File: config.mk
export PLATFORM = sky130hd
export DESIGN_NAME = lib_voq_route_stage
export DESIGN_NICKNAME = d
export VERILOG_FILES = /design/src/rtl/lib_voq_route_stage.sv
export SDC_FILE = /design/constraint.sdc
export NUM_CORES = 1
export LEC_CHECK = 0
export BUFFER_PORTS_ARGS = -buffer_cell sky130_fd_sc_hd__buf_2
export CAP_MARGIN = 15
export CORE_MARGIN = 5
export CORE_UTILIZATION = 60
export CTS_BUF_LIST = sky130_fd_sc_hd__clkbuf_4
export DETAILED_ROUTE_END_ITERATION = 8
export GPL_ROUTABILITY_DRIVEN = 0
export PLACE_DENSITY_LB_ADDON = 0.12
export SYNTH_ARGS = -nofsm -noshare
export SYNTH_HDL_FRONTEND = slang
export SYNTH_SLANG_ARGS = --single-unit
File: constraint.sdc
create_clock -name clk -period 4.3 [get_ports clk]
set_input_delay 0.215 -clock clk [delete_from_list [all_inputs] [get_ports clk]]
set_output_delay 0.215 -clock clk [all_outputs]
set_load 0.01 [all_outputs]
File: src/rtl/lib_voq_route_stage.sv
// Route stage in front of the virtual output queue. It decodes each packet's
// destination into a onehot VC request and buffers up to two packets
// (head + skid) so the VOQ can throttle without a combinational path upstream.
// Packets with an out-of-range destination are dropped and counted.

package lib_voq_route_pkg;
    localparam int DEST_W = 4;
    localparam int PAYLOAD_W = 12;

    typedef struct packed {
        logic [DEST_W-1:0]    dest;
        logic [PAYLOAD_W-1:0] payload;
    } packet_t;
endpackage

// state      | meaning
// ST_EMPTY   | head and skid invalid, upstream ready
// ST_HEAD    | head valid, skid empty, upstream ready
// ST_FULL    | head and skid valid, upstream stalled
module lib_voq_route_stage
    import lib_voq_route_pkg::*;
#(
    parameter int M     = 4,
    parameter int CNT_W = 16
) (
    input  logic             clk,
    input  logic             reset_n,
    input  logic             ce,
    input  packet_t          i_data,
    input  logic             i_data_val,
    output logic             o_en,
    output packet_t          o_data,
    output logic [0:M-1]     o_data_val,
    input  logic             i_en,
    output logic [CNT_W-1:0] o_drop_cnt
);

    typedef enum logic [1:0] {
        ST_EMPTY = 2'd0,
        ST_HEAD  = 2'd1,
        ST_FULL  = 2'd2
    } state_t;

    state_t         state;
    state_t         state_nxt;

    packet_t        head_pkt;
    logic [0:M-1]   head_oh;
    packet_t        skid_pkt;
    logic [0:M-1]   skid_oh;
    logic [CNT_W-1:0] drop_cnt;

    logic           head_vld;
    logic           accept;
    logic           xfer;
    logic           in_legal;
    logic           acc_legal;
    logic           acc_drop;
    logic [31:0]    dest_ext;
    logic [0:M-1]   in_oh;

    logic           load_head_in;
    logic           load_head_skid;
    logic           load_skid;

    // Destination decode: range check and onehot VC request (bit d for dest d)
    always_comb begin
        dest_ext = {{(32 - DEST_W){1'b0}}, i_data.dest};
        in_legal = (dest_ext < 32'(M));
        in_oh    = '0;
        for (int i = 0; i < M; i++) begin
            in_oh[i] = (dest_ext == 32'(i));
        end
    end

    assign head_vld  = (state != ST_EMPTY);
    assign accept    = ce & i_data_val & o_en;
    assign xfer      = ce & head_vld & i_en;
    assign acc_legal = accept & in_legal;
    assign acc_drop  = accept & ~in_legal;

    // Occupancy state register
    always_ff @(posedge clk) begin
        if (!reset_n) begin
            state <= ST_EMPTY;
        end else if (ce) begin
            state <= state_nxt;
        end
    end

    // Next occupancy and which storage slot gets loaded this cycle
    always_comb begin
        state_nxt      = state;
        load_head_in   = 1'b0;
        load_head_skid = 1'b0;
        load_skid      = 1'b0;
        case (state)
            ST_EMPTY: begin
                if (acc_legal) begin
                    state_nxt    = ST_HEAD;
                    load_head_in = 1'b1;
                end
            end
            ST_HEAD: begin
                if (xfer) begin
                    if (acc_legal) begin
                        load_head_in = 1'b1;
                    end else begin
                        state_nxt = ST_EMPTY;
                    end
                end else if (acc_legal) begin
                    state_nxt = ST_FULL;
                    load_skid = 1'b1;
                end
            end
            ST_FULL: begin
                // upstream is stalled here, so only the skid can refill the head
                if (xfer) begin
                    state_nxt      = ST_HEAD;
                    load_head_skid = 1'b1;
                end
            end
            default: begin
                state_nxt = ST_EMPTY;
            end
        endcase
    end

    // Outputs decoded from the occupancy register only, never from inputs
    always_comb begin
        o_en       = (state != ST_FULL);
        o_data_val = head_vld ? head_oh : '0;
        o_data     = head_pkt;
        o_drop_cnt = drop_cnt;
    end

    // Head and skid storage; head keeps its last packet after it drains
    always_ff @(posedge clk) begin
        if (!reset_n) begin
            head_pkt <= '0;
            head_oh  <= '0;
            skid_pkt <= '0;
            skid_oh  <= '0;
        end else begin
            if (load_head_in) begin
                head_pkt <= i_data;
                head_oh  <= in_oh;
            end else if (load_head_skid) begin
                head_pkt <= skid_pkt;
                head_oh  <= skid_oh;
            end
            if (load_skid) begin
                skid_pkt <= i_data;
                skid_oh  <= in_oh;
            end
        end
    end

    // Saturating count of dropped out-of-range packets
    always_ff @(posedge clk) begin
        if (!reset_n) begin
            drop_cnt <= '0;
        end else if (acc_drop && (drop_cnt != {CNT_W{1'b1}})) begin
            drop_cnt <= drop_cnt + 1'b1;
        end
    end

endmodule

-- Word level (Yosys, flattened, before mapping)
Index checks and enable logic that the tools add are counted.
- word-level logic and storage cells: 52
- output and inout bits: 37
- bits of input ports: 21
- flip-flop bits (word level): 58
- bitwise operators: 7
- magnitude comparators: 1
- equal/unequal tests: 11
- muxes and demuxes: 18
- reductions and logical operators: 6
- add/subtract/negate cells: 1
- operator list (kind ; number):
    $mux W16 ; 2
    $add A16 B1 Y16 const B ; 1
    $ne A16 B16 Y1 const B ; 1
    $mux W4 ; 3
    $mux W2 ; 5
    $eq A4 B2 Y1 const B ; 2
    $and A1 B1 Y1 ; 6
    $mux W1 ; 6
    $ne A2 B2 Y1 const B ; 3
    $ne A3 B3 Y1 const B ; 2
    $pmux W2 S3 ; 1
    $reduce_and A5 Y1 ; 1
    $eq A4 B1 Y1 const B ; 1
    $logic_not A4 Y1 ; 1
    $lt A4 B3 Y1 const B ; 1
    $reduce_bool A2 Y1 ; 2
    $eq A2 B1 Y1 const B ; 1
    $eq A2 B2 Y1 const B ; 1
    $logic_not A2 Y1 ; 1
    $pmux W1 S2 ; 1
    $logic_and A1 B1 Y1 ; 1
    $not A1 Y1 ; 1

-- Longest topological paths before layout
Gate-level depths: netlist of the first run.
- depth after elaboration: 7
- depth in mapped cells: 8
- gate-level depth less buffers: 6

-- Least setup slack after synthesis of the first run
OpenSTA, ideal clock, no wires.
- path kind: register -> register
- start point: register drop_cnt[0] (netlist: o_drop_cnt[0])
- end point: register drop_cnt[0] (netlist: o_drop_cnt[0])
- library setup time: 0.115 ns
- path buffers: 1
- path slack: 2.489 ns
- cell stages (with the launch flop): 8
- required time: 4.185 ns
- period minus slack after synthesis: 1.811 ns
- arrival time: 1.696 ns
- cell sequence: dfxtp_1 -> ha_1 -> nand2_1 -> or3_4 -> o31ai_4 -> buf_6 -> xnor2_1 -> and2_1
- word-level cells in the longest chain between the ends: 2
- elaborated cells between the ends (all ways): 3
- those cells by class: add/sub (1); eq/ne (1); reduce/logical (1)
- ends and longest elaborated chain (item ; RTL line ; text):
    start, declared ; 51 ; logic [CNT_W-1:0] drop_cnt;
    start signal, assigned ; 164 ; drop_cnt <= drop_cnt + 1'b1;
    branches (longest 2 deep; another with $add A16 B1 Y16) ; - ;
Several ways; the timed one is not identified.
A chain may end at the register's enable or synchronous reset.

-- Final worst setup path of the first run
- start point: register state[0]
- end point: register head_oh[1] in the netlist's numbering
- word-level cells in the longest chain between the ends: 7
- elaborated cells between the ends (all ways): 16
- those cells by class: eq/ne (3); mux (6); bitwise (4); reduce/logical (3)
- ends and longest elaborated chain (item ; RTL line ; text):
    start, declared ; 44 ; state_t state;
    start signal, assigned ; 87 ; state <= state_nxt;
    $ne A2 B2 Y1 ; 131 ; o_en = (state != ST_FULL);
    $and A1 B1 Y1 ; 77 ; assign accept = ce & i_data_val & o_en;
    $and A1 B1 Y1 ; 79 ; assign acc_legal = accept & in_legal;
    $mux W1 ; 99, 106 ;
    $mux W1 ; 105 ; if (xfer) begin
    $pmux W1 S2 ; 97 ; case (state)
    $mux W4 or $reduce_bool A2 Y1 (tied branches) ; - ;
    end signal, assigned ; 147 ; head_oh <= in_oh;
    end signal, assigned ; 150 ; head_oh <= skid_oh;
    end, declared ; 48 ; logic [0:M-1] head_oh;
Parallel ways exist; a longest one is shown, timed or not.

==> out/qor.yml, run 1 <==
status: "finished clean"
cts_root_buf: "clkbuf_4"
min_period_ns: 2.21
required_ns: 4.60
postCtsResizedCells: 0
crit_slowest_cell: "nor2_1"
ys_ff_latch: 58
syn-num-nets: 314
dieArea_sq_um: 5790
fp.dieH_um: 76.1
drcViolationCount: 0
synthTopCellsByCount: "nand2_1, dfxtp_1, a21boi_0"
grt_max_degree: 63
seqCellArea_sq_um: 1160
syn_area_per_cell_sq_um: 8.97
dp_slack_ns: 2.13
path_cells: "nor2b_1 -> nor4b_4 -> buf_4 -> nor2_1 -> buf_6 -> nand2_1 -> a21boi_0"
rsz0062_at_grt: "false"
insertion_delay_ns: 0.38
yosysMostFrequentCell: "nand2_1"
io_pins: 58
drive_gt1_share_pct: 24.0
power.leakage_uw: 0.00117
antennaDiodeCount: 0
numPortBuffers: 57
nFillCells: 368
grt_antenna_before_repair: 0
postSynthCellCount: 292
vias: 2261
startpoint_type: "flop"
core_area_sq_um: 4290
synthArstFlopShare_pct: 0
cp_top_family: "simple AND/OR/NAND/NOR gates"
viasPerCell: 5.62
yosys_most_used_dff: "dfxtp_1"
start_util_pct: 61.0
grt_pass1_vias: 2191
power_density_nw_per_um2: 336
synth_top_area_share_pct: 44.3
fin_skew_ns: 0.00750
timing.final.max_slew_violations: 0
post-route-period-util_pct: 51.5
max_freq_ghz: 0.452
layout.nets: 367
yosysSeqAreaShare_pct: 44.3
ant_nets: 0
place_hpwl_um: 3840
cts_hold_buf: 0
critical_path.max_stage_delay_ns: 0.54
syn-cell-area_sq_um: 2620
final_hold_viol_count: 0
grtUsageTotal_pct: 19.5
routedWlPerCell_um: 13.8
post-route-util_pct: 71.3
path_buf_inv: 2
grt_pass1_wl_um: 9480
drv_cap: 0
routed_wirelength_um: 5570
fin_setup_tns_ns: 0
grt.overflow.total: 0
slew_headroom_pct: 43.1
ir_worst_vdd_v: 0.000233
yosys_warnings: 0
cts.clk_slew.worst_paths_ns: 0.10
drt_iter0_markers: 100
ys_types: 45
worstMarginPinSlew_ns: 0.854
postCtsSetupRepairBufs: 0
cts_buffers: 9
setup_viol: 0
synth_edf_count: 0
post-place-cells: 386
h-tree-depth: 3
worst_slack_ns: 2.09
placementRows: 24
cts_tree: "done"
cp_max_fo: 19
crit_arrival_ns: 2.51
firstDrtPassIters: 4
synthTopCellsByArea: "dfxtp_1, nand2_1, a21boi_0"
cts.sinks: 58
multi_input_area_sq_um: 1350
die_w_um: 76.1
min_path_type: "input port to flop"
instances_no_fill: 402
crit_type: "flop to flop"
crit_path_end_kind: "flop"
syn_to_final_growth_pct: 16.9
synth.largest_area_cell: "dfxtp_1"
cts_max_path_buffers: 2
-- state kept, by name, summed over array words and instances, names as in the netlist --
| name | flops |
|---|---|
| o_drop_cnt | 16 |
| state | 2 |
| skid_pkt | 16 |
| head_oh | 4 |
| o_data | 16 |
| skid_oh | 4 |
-- layer usage --
metal  track usage [%]  wire, um
met2              33.2      2830
met1              21.5      2340
met5                 0         0
met4              10.3        79
met3              6.15       318
-- final timing paths --
| check | startpoint | to | slack, ns | cells past startpoint |
|---|---|---|---|---|
| max | state[0]$_SDFFE_PN0P_ | head_oh[1]$_SDFFE_PN0P_ | 2.09 | 7 |
| min | i_data[5] | skid_pkt[5]$_SDFFE_PN0P_ | 0.06 | 3 |
| max reg2reg | state[0]$_SDFFE_PN0P_ | head_oh[1]$_SDFFE_PN0P_ | 2.09 | 7 |
| min reg2reg | skid_pkt[5]$_SDFFE_PN0P_ | skid_pkt[5]$_SDFFE_PN0P_ | 0.46 | 2 |
-- report_power, final --
| part | switching, uW | total [uW] | leakage, uW | internal, uW |
|---|---|---|---|---|
| registers | 3.35 | 545 | 0.000468 | 541 |
| clock network | 190 | 429 | 0.0000854 | 239 |
| logic | 31.1 | 54.1 | 0.000617 | 23.1 |
| total | 225 | 1030 | 0.00117 | 803 |
-- stage by stage --
step,total power (uW),hold slack (ns),instance area (sq um)
after floorplan,589,0.350,2620
after global placement,611,0.441,2890
after detailed placement,612,0.449,2900
after CTS,1040,0.0355,3060
after global routing,1080,0.0233,3060
final,1030,0.0620,3060
-- placed cells by master (no fill, tap or decap), types with 2 or more instances in the layout --
cell type / Yosys / routed
a21boi_0: 27 / 27
a21boi_1: 13 / 13
a22oi_1: 19 / 19
and2_1: 7 / 7
and3_1: 4 / 4
buf_2: 7 / 57
buf_4: 0 / 2
bufinv_16: 0 / 2
clkbuf_4: 0 / 10
clkinv_1: 0 / 2
dfxtp_1: 58 / 58
inv_1: 4 / 4
nand2_1: 62 / 62
nand2b_1: 2 / 2
nand3_1: 8 / 8
nand4_1: 4 / 4
nand4_2: 3 / 3
nor2_1: 9 / 9
nor2b_1: 7 / 7
nor4_1: 2 / 2
o211ai_1: 3 / 3
o21ai_0: 4 / 4
o31ai_1: 4 / 4
or3_1: 2 / 2
or4_1: 3 / 3
xnor2_1: 8 / 8
-- final cells by class --
class,count,area share [%]
inverter,5,0.613
timing repair buffer,60,10.2
tap,52,2.13
clock inverter,6,2.66
sequential,58,37.9
multi-input combinational,211,44.0
clock buffer,10,2.45
-- cells by family (layout without fill, tap and decap cells) --
family / after synthesis / count (layout) / synth area share (%)
adders and majority gates: 1 / 1 / 0.478
DFF: 58 / 58 / 44.3
xor gates and xnor gates: 8 / 8 / 2.68
muxes: 1 / 1 / 0.382
buffers and inverters: 23 / 81 / 4.20
and+or+nand+nor: 122 / 122 / 25.0
AOI/OAI and AO/OA: 79 / 79 / 22.9
-- worst reg2reg max path: stages (launching register included) --
cell and delay, ns:
dfxtp_1 0.47, nor2b_1 0.33, nor4b_4 0.09, buf_4 0.22, nor2_1 0.55, buf_6 0.24
nand2_1 0.06, a21boi_0 0.18
(Power assumes the default switching activity.)
==> inputs of run 2 (changes only) <==
--- a/config.mk
+++ b/config.mk
@@ -5,10 +5,11 @@
 export SDC_FILE = /design/constraint.sdc
 export NUM_CORES = 1
 export LEC_CHECK = 0
+export ABC_AREA = 1
 export BUFFER_PORTS_ARGS = -buffer_cell sky130_fd_sc_hd__buf_2
 export CAP_MARGIN = 15
 export CORE_MARGIN = 5
-export CORE_UTILIZATION = 60
+export CORE_UTILIZATION = 56
 export CTS_BUF_LIST = sky130_fd_sc_hd__clkbuf_4
 export DETAILED_ROUTE_END_ITERATION = 8
 export GPL_ROUTABILITY_DRIVEN = 0
==> constraint.sdc (replaced) <==
create_clock -name clk -period 2.05 [get_ports clk]
set_input_delay 0.1025 -clock clk [delete_from_list [all_inputs] [get_ports clk]]
set_output_delay 0.1025 -clock clk [all_outputs]
set_load 0.01 [all_outputs]
==> run 2 against run 1 <==
  * Clock-buffer cell count fell by 1
  * Worst hold slack got worse by 0.025 ns
  * Synthesized cell count rose by 32%
  * Sequential power rose by 110%
  * Clock power rose by 72%
  * Utilization fell by 1.5 points
  * Sequential share of layout area fell by 3.0 points
==> out/qor.yml, run 2 <==
post-route-period-util_pct: 86.2  # was 51.5%
post-place-cells: 498  # was 386
worst_r2r_path_depth: 7  # unchanged
die_w_um: 80.0  # was 76.1 um
final_hold_viol_count: 0  # unchanged
cp-startpoint: "o_drop_cnt[0]$_SDFFE_PN0P_"  # was state[0]$_SDFFE_PN0P_
whs_path_depth: 3  # unchanged
max_freq_ghz: 0.566  # was 0.452 GHz
viasPerCell: 5.19  # was 5.62
cts.sinks: 58  # unchanged
power.leakage_uw: 0.00138  # was 0.00117 uW
fin_skew_ns: 0.0123  # was 0.00750 ns
ant_nets: 0  # unchanged
firstDrtPassIters: 4  # unchanged
syn-cell-area_sq_um: 2750  # was 2620 sq um
slew_headroom_pct: 53.3  # was 43.1%
drv_cap: 0  # unchanged
yosys_most_used_dff: "dfxtp_1"  # unchanged
synth.largest_area_cell: "dfxtp_1"  # unchanged
routedWlPerCell_um: 12.8  # was 13.8 um
min_path_type: "input port to flop"  # unchanged
min_from: "i_data[13]"  # was i_data[5]
grt_antenna_before_repair: 0  # unchanged
synthArstFlopShare_pct: 0  # unchanged
ys_types: 26  # was 45
core_area_sq_um: 4750  # was 4290 sq um
placementRows: 25  # was 24
cts_max_path_buffers: 2  # unchanged
syn_area_per_cell_sq_um: 7.13  # was 8.97 sq um
cts_buffers: 9  # unchanged
drcViolationCount: 0  # unchanged
dieArea_sq_um: 6400  # was 5790 sq um
routed_wirelength_um: 6680  # was 5570 um
grt_pass1_wl_um: 11500  # was 9480 um
synth_edf_count: 0  # unchanged
drive_gt1_share_pct: 23.4  # was 24.0%
synth_top_area_share_pct: 42.3  # was 44.3%
status: "finished clean"  # unchanged
final_cell_mix: "nand2_1, nor2_1, dfxtp_1"  # was nand2_1, dfxtp_1, buf_2
worstMarginPinSlew_ns: 0.699  # was 0.854 ns
ir_worst_vdd_v: 0.000421  # was 0.000233 V
yosysSeqAreaShare_pct: 42.3  # was 44.3%
place_hpwl_um: 4520  # was 3840 um
rsz0062_at_grt: "false"  # unchanged
start_util_pct: 57.8  # was 61.0%
min_period_ns: 1.77  # was 2.21 ns
cts.clk_slew.worst_paths_ns: 0.09  # was 0.10 ns
layout.nets: 476  # was 367
layout_commonest_cell: "nand2_1"  # unchanged
drt_iter0_markers: 129  # was 100
cts_root_buf: "clkbuf_4"  # unchanged
fp.dieH_um: 80.0  # was 76.1 um
crit_arrival_ns: 2.09  # was 2.51 ns
antennaDiodeCount: 0  # unchanged
synthTopCellsByArea: "dfxtp_1, nand2_1, nand3_1"  # was dfxtp_1, nand2_1, a21boi_0
fin_setup_tns_ns: 0  # unchanged
insertion_delay_ns: 0.39  # was 0.38 ns
syn-num-nets: 407  # was 314
io_pins: 58  # unchanged
timing.final.max_slew_violations: 0  # unchanged
grt.overflow.total: 0  # unchanged
setup_viol: 0  # unchanged
cp_max_fo: 12  # was 19
instances_no_fill: 524  # was 402
p_total_uw: 2060  # was 1030 uW
cts_tree: "done"  # unchanged
yosys_warnings: 0  # unchanged
vias: 2718  # was 2261
numPortBuffers: 57  # unchanged
required_ns: 2.38  # was 4.60 ns
postSynthCellCount: 385  # was 292
crit_path_end_kind: "flop"  # unchanged
grt_pass1_vias: 2558  # was 2191
yosysMostFrequentCell: "nand2_1"  # unchanged
ys_ff_latch: 58  # unchanged
h-tree-depth: 3  # unchanged
power_density_nw_per_um2: 620  # was 336 nW/um^2
grtUsageTotal_pct: 22.7  # was 19.5%
grt_max_degree: 26  # was 63
syn_to_final_growth_pct: 20.9  # was 16.9%
r2r-start: "o_drop_cnt[0]$_SDFFE_PN0P_"  # was state[0]$_SDFFE_PN0P_
crit_type: "flop to flop"  # unchanged
synthTopCellsByCount: "nand2_1, nor2_1, dfxtp_1"  # was nand2_1, dfxtp_1, a21boi_0
startpoint_type: "flop"  # unchanged
[run 2: cell types whose count changed after synthesis, sizes merged, moves of 4 or more]
cell	previous run	this run
a21boi	40	0
a21oi	1	20
a22oi	19	0
a31oi	1	18
and2	7	0
and3	4	0
inv	5	25
nand2	62	92
nand3	8	49
nor2	9	68
nor2b	8	0
o21ai	4	19
o31ai	5	0
xnor2	8	3
[run 2: path summary, 6_finish.rpt]
kind	to	slack (ns)
setup / recovery	o_drop_cnt[14]$_SDFFE_PN0P_	0.28
hold / removal	skid_pkt[13]$_SDFFE_PN0P_	0.04
setup reg to reg	o_drop_cnt[14]$_SDFFE_PN0P_	0.28
hold reg to reg	skid_pkt[14]$_SDFFE_PN0P_	0.45
[run 2: layout make-up]
cell class              instances  area, sq um
multi-input cells             283         1390
repair buffers                 77          478
fillers                       433         1440
well taps                      67         83.8
clock inverters                 5         47.5
clock buffers                   9         67.6
inverters                      25         93.8
flip-flops and latches         58         1160
[run 2: timing repair]
action | CTS | global route
setup buffers | 0 | 0
hold buffers | 12 | 0
gates resized for setup | 0 | 0
hold endpoints to repair | 13 | 0
[run 2: where the power goes]
group / internal (uW) / switching [uW]
combinational: 67.7 / 105
sequential: 1140 / 9.40
clock: 347 / 391
[run 2: per-layer routing]
| layer | track usage, % | share of wire [%] | vias up |
|---|---|---|---|
| met4 | 5.91 | 0.58 | 0 |
| met5 | 0 | 0 | - |
| li1 | - | - | 1399 |
| met1 | 29.1 | 46 | 1229 |
| met2 | 35.8 | 46 | 84 |
| met3 | 8.58 | 7.1 | 6 |
[run 2: metrics by stage]
stage	util [%]	hold WS [ns]	area [sq um]	setup WS (ns)
floorplan	-	0.237	2750	0.523
global placement	64.9	0.344	3080	0.425
detailed placement	64.9	0.356	3080	0.337
CTS	69.8	0.0217	3320	0.307
global route	69.8	0.0301	3320	0.0739
finish	69.8	0.0366	3320	0.283
[run 2: cell families after synthesis]
kind of cell,synth area share (%)
AND/OR/NAND/NOR,35.4
AO/OA/AOI/OAI,12.7
buffers and inverters,7.20
flip-flops,42.3
XOR/XNOR,1.91
adder cells (fa/ha/maj),0.456
[run 2: critical path: stages, from the launching register on]
cell and delay, ns:
dfxtp_1 0.41, ha_1 0.27, inv_1 0.06, nor2_1 0.11, nand2_1 0.11, o21ai_2 0.46, nand2_1 0.14, a21oi_2 0.16
==> inputs of run 3 (changes only) <==
--- a/config.mk
+++ b/config.mk
@@ -13,7 +13,7 @@
 export CTS_BUF_LIST = sky130_fd_sc_hd__clkbuf_4
 export DETAILED_ROUTE_END_ITERATION = 8
 export GPL_ROUTABILITY_DRIVEN = 0
-export PLACE_DENSITY_LB_ADDON = 0.12
+export PLACE_DENSITY = 0.88
 export SYNTH_ARGS = -nofsm -noshare
 export SYNTH_HDL_FRONTEND = slang
 export SYNTH_SLANG_ARGS = --single-unit
==> run 3 against run 2 <==
  * Sequential cell count is the same
  * Die area unchanged
  * Routed wire length up 5.0%
  * Register-to-register slack is essentially flat
  * Global-route usage rose by 0.37 points
  * Clock skew is 0.0041 ns lower
  * Sequential power is essentially flat
  * Critical path type unchanged
  * Highest routed layer unchanged
==> out/qor.yml, run 3 (synthesis gave the netlist of run 2 again) <==
status: "finished clean"  # unchanged
crit_slowest_cell: "o21ai_2"  # unchanged
postCtsSetupRepairBufs: 0  # unchanged
required_ns: 2.37  # was 2.38 ns
wl_met1_um: 3060  # was 3070 um
drv_cap: 0  # unchanged
fin_setup_tns_ns: 0  # unchanged
crit_path_end_kind: "flop"  # unchanged
worst_r2r_path_depth: 7  # unchanged
whs_path_depth: 3  # unchanged
wl_met3_um: 482  # was 472 um
setup_viol: 0  # unchanged
min_from: "i_data[12]"  # was i_data[13]
drt_iter0_markers: 272  # was 129
worstMarginPinSlew_ns: 0.668  # was 0.699 ns
viasPerCell: 5.42  # was 5.19
die_w_um: 80.0  # unchanged
cts.clk_slew.worst_paths_ns: 0.10  # was 0.09 ns
core_area_sq_um: 4750  # unchanged
drive_gt1_share_pct: 23.4  # unchanged
cts_buffers: 9  # unchanged
antennaDiodeCount: 0  # unchanged
start_util_pct: 57.8  # unchanged
reg2reg_slack_ns: 0.29  # was 0.28 ns
r2r-start: "o_drop_cnt[0]$_SDFFE_PN0P_"  # unchanged
insertion_delay_ns: 0.39  # about the same
instances_no_fill: 524  # unchanged
io_pins: 58  # unchanged
grtUsageTotal_pct: 23.1  # was 22.7%
fin_skew_ns: 0.00823  # was 0.0123 ns
power_density_nw_per_um2: 668  # was 620 nW/um^2
whs_endpoint: "skid_pkt[12]$_SDFFE_PN0P_"  # was skid_pkt[13]$_SDFFE_PN0P_
final_cell_mix: "nand2_1, nor2_1, dfxtp_1"  # unchanged
firstDrtPassIters: 5  # was 4
grt_pass1_wl_um: 11600  # was 11500 um
slew_headroom_pct: 55.4  # was 53.3%
cp_top_family: "compound AO/OA/AOI/OAI gates"  # unchanged
critical_path.max_stage_delay_ns: 0.45  # was 0.46 ns
cts.sinks: 58  # unchanged
path_cells: "ha_1 -> inv_1 -> nor2_1 -> nand2_1 -> o21ai_2 -> nand2_1 -> a21oi_2"  # unchanged
min_period_ns: 1.76  # was 1.77 ns
grt_max_degree: 26  # unchanged
drcViolationCount: 0  # unchanged
max_freq_ghz: 0.568  # was 0.566 GHz
place_hpwl_um: 4460  # was 4520 um
rsz0062_at_grt: "false"  # unchanged
route.met2.wl_um: 3280  # was 3100 um
hold_slack_ns: 0.0237  # was 0.0366 ns
h-tree-depth: 3  # unchanged
crit_top_cell: "nand2_1"  # unchanged
post-place-cells: 496  # was 498
grt_pass1_vias: 2593  # was 2558
dr.max_layer_used: "met4"  # unchanged
crit_arrival_ns: 2.08  # was 2.09 ns
routedWlPerCell_um: 13.4  # was 12.8 um
ir_worst_vdd_v: 0.000452  # was 0.000421 V
dieArea_sq_um: 6400  # unchanged
r2r-end: "o_drop_cnt[3]$_SDFFE_PN0P_"  # was o_drop_cnt[14]$_SDFFE_PN0P_
routed_wirelength_um: 7020  # was 6680 um
path_buf_inv: 1  # unchanged
post-route-period-util_pct: 85.9  # was 86.2%
min_path_type: "input port to flop"  # unchanged
cp_max_fo: 12  # unchanged
placementRows: 25  # unchanged
startpoint_type: "flop"  # unchanged
layout.nets: 474  # was 476
cts_tree: "done"  # unchanged
fp.dieH_um: 80.0  # unchanged
grt_antenna_before_repair: 0  # unchanged
place_area_sq_um: 3070  # was 3080 sq um
vias: 2841  # was 2718
p_total_uw: 2230  # was 2060 uW
power.leakage_uw: 0.00138  # about the same
grt.overflow.total: 0  # unchanged
cts_max_path_buffers: 2  # unchanged
layout_commonest_cell: "nand2_1"  # unchanged
final_hold_viol_count: 0  # unchanged
numPortBuffers: 57  # unchanged
final_cell_area_sq_um: 3340  # was 3320 sq um
crit_type: "flop to flop"  # unchanged
cts_root_buf: "clkbuf_4"  # unchanged
syn_to_final_growth_pct: 21.7  # was 20.9%
timing.final.max_slew_violations: 0  # unchanged
ant_nets: 0  # unchanged
[run 3: cell count changes in the layout (fill, tap and decap cells not counted), sizes merged]
cell | before | now
buf | 65 | 63
bufinv | 1 | 2
clkinvlp | 0 | 1
[run 3: worst register-to-register path: cells and delay by family (launching register included)]
kind	cells	cell delay, ns
flip-flops	1	0.40
AO/OA/AOI/OAI	2	0.60
adder cells (fa/ha/maj)	1	0.27
AND/OR/NAND/NOR	3	0.36
buffers and inverters	1	0.06
[run 3: layer usage]
metal	vias up	global-route usage, %
met4	0	14.7
met2	126	36.7
met3	19	4.51
li1	1396	-
met1	1300	28.3
met5	-	0
[run 3: through the flow]
stage | util (%) | setup WS [ns]
floorplan | - | 0.523
global placement | 64.6 | 0.329
detailed placement | 64.6 | 0.239
global route | 70.3 | 0.0816
finish | 70.3 | 0.290
CTS | 70.3 | 0.196
[run 3: how the worst max path moves through the flow]
| stage | slack (ns) | cells after the start | from | endpoint |
|---|---|---|---|---|
| floorplan | 0.52 | 9 | o_drop_cnt[0]$_SDFFE_PN0P_ | o_drop_cnt[11]$_SDFFE_PN0P_ |
| global placement | 0.33 | 7 | state[0]$_SDFFE_PN0P_ | head_oh[2]$_SDFFE_PN0P_ |
| detailed placement | 0.24 | 7 | state[0]$_SDFFE_PN0P_ | head_oh[3]$_SDFFE_PN0P_ |
| CTS | 0.20 | 7 | state[0]$_SDFFE_PN0P_ | o_data[13]$_SDFFE_PN0P_ |
| global route | 0.08 | 7 | o_drop_cnt[0]$_SDFFE_PN0P_ | o_drop_cnt[6]$_SDFFE_PN0P_ |
| finish | 0.29 | 7 | o_drop_cnt[0]$_SDFFE_PN0P_ | o_drop_cnt[3]$_SDFFE_PN0P_ |
[run 3: cell type report]
type,count,area (sq um)
repair buffers,75,463
clock inverters,7,83.8
flip-flops and latches,58,1160
well taps,67,83.8
fillers,372,1410
clock buffers,9,67.6
multi-input cells,283,1390
inverters,25,93.8
[run 3: what timing repair did]
action,4_1_cts,5_1_grt
gates resized for setup,0,1
hold buffers,12,0
hold endpoints to repair,24,0
setup endpoints to repair,0,1
[run 3: where the power goes]
group / switching (uW) / internal [uW]
combinational: 107 / 67.7
sequential: 9.81 / 1140
clock: 428 / 480
total: 545 / 1690
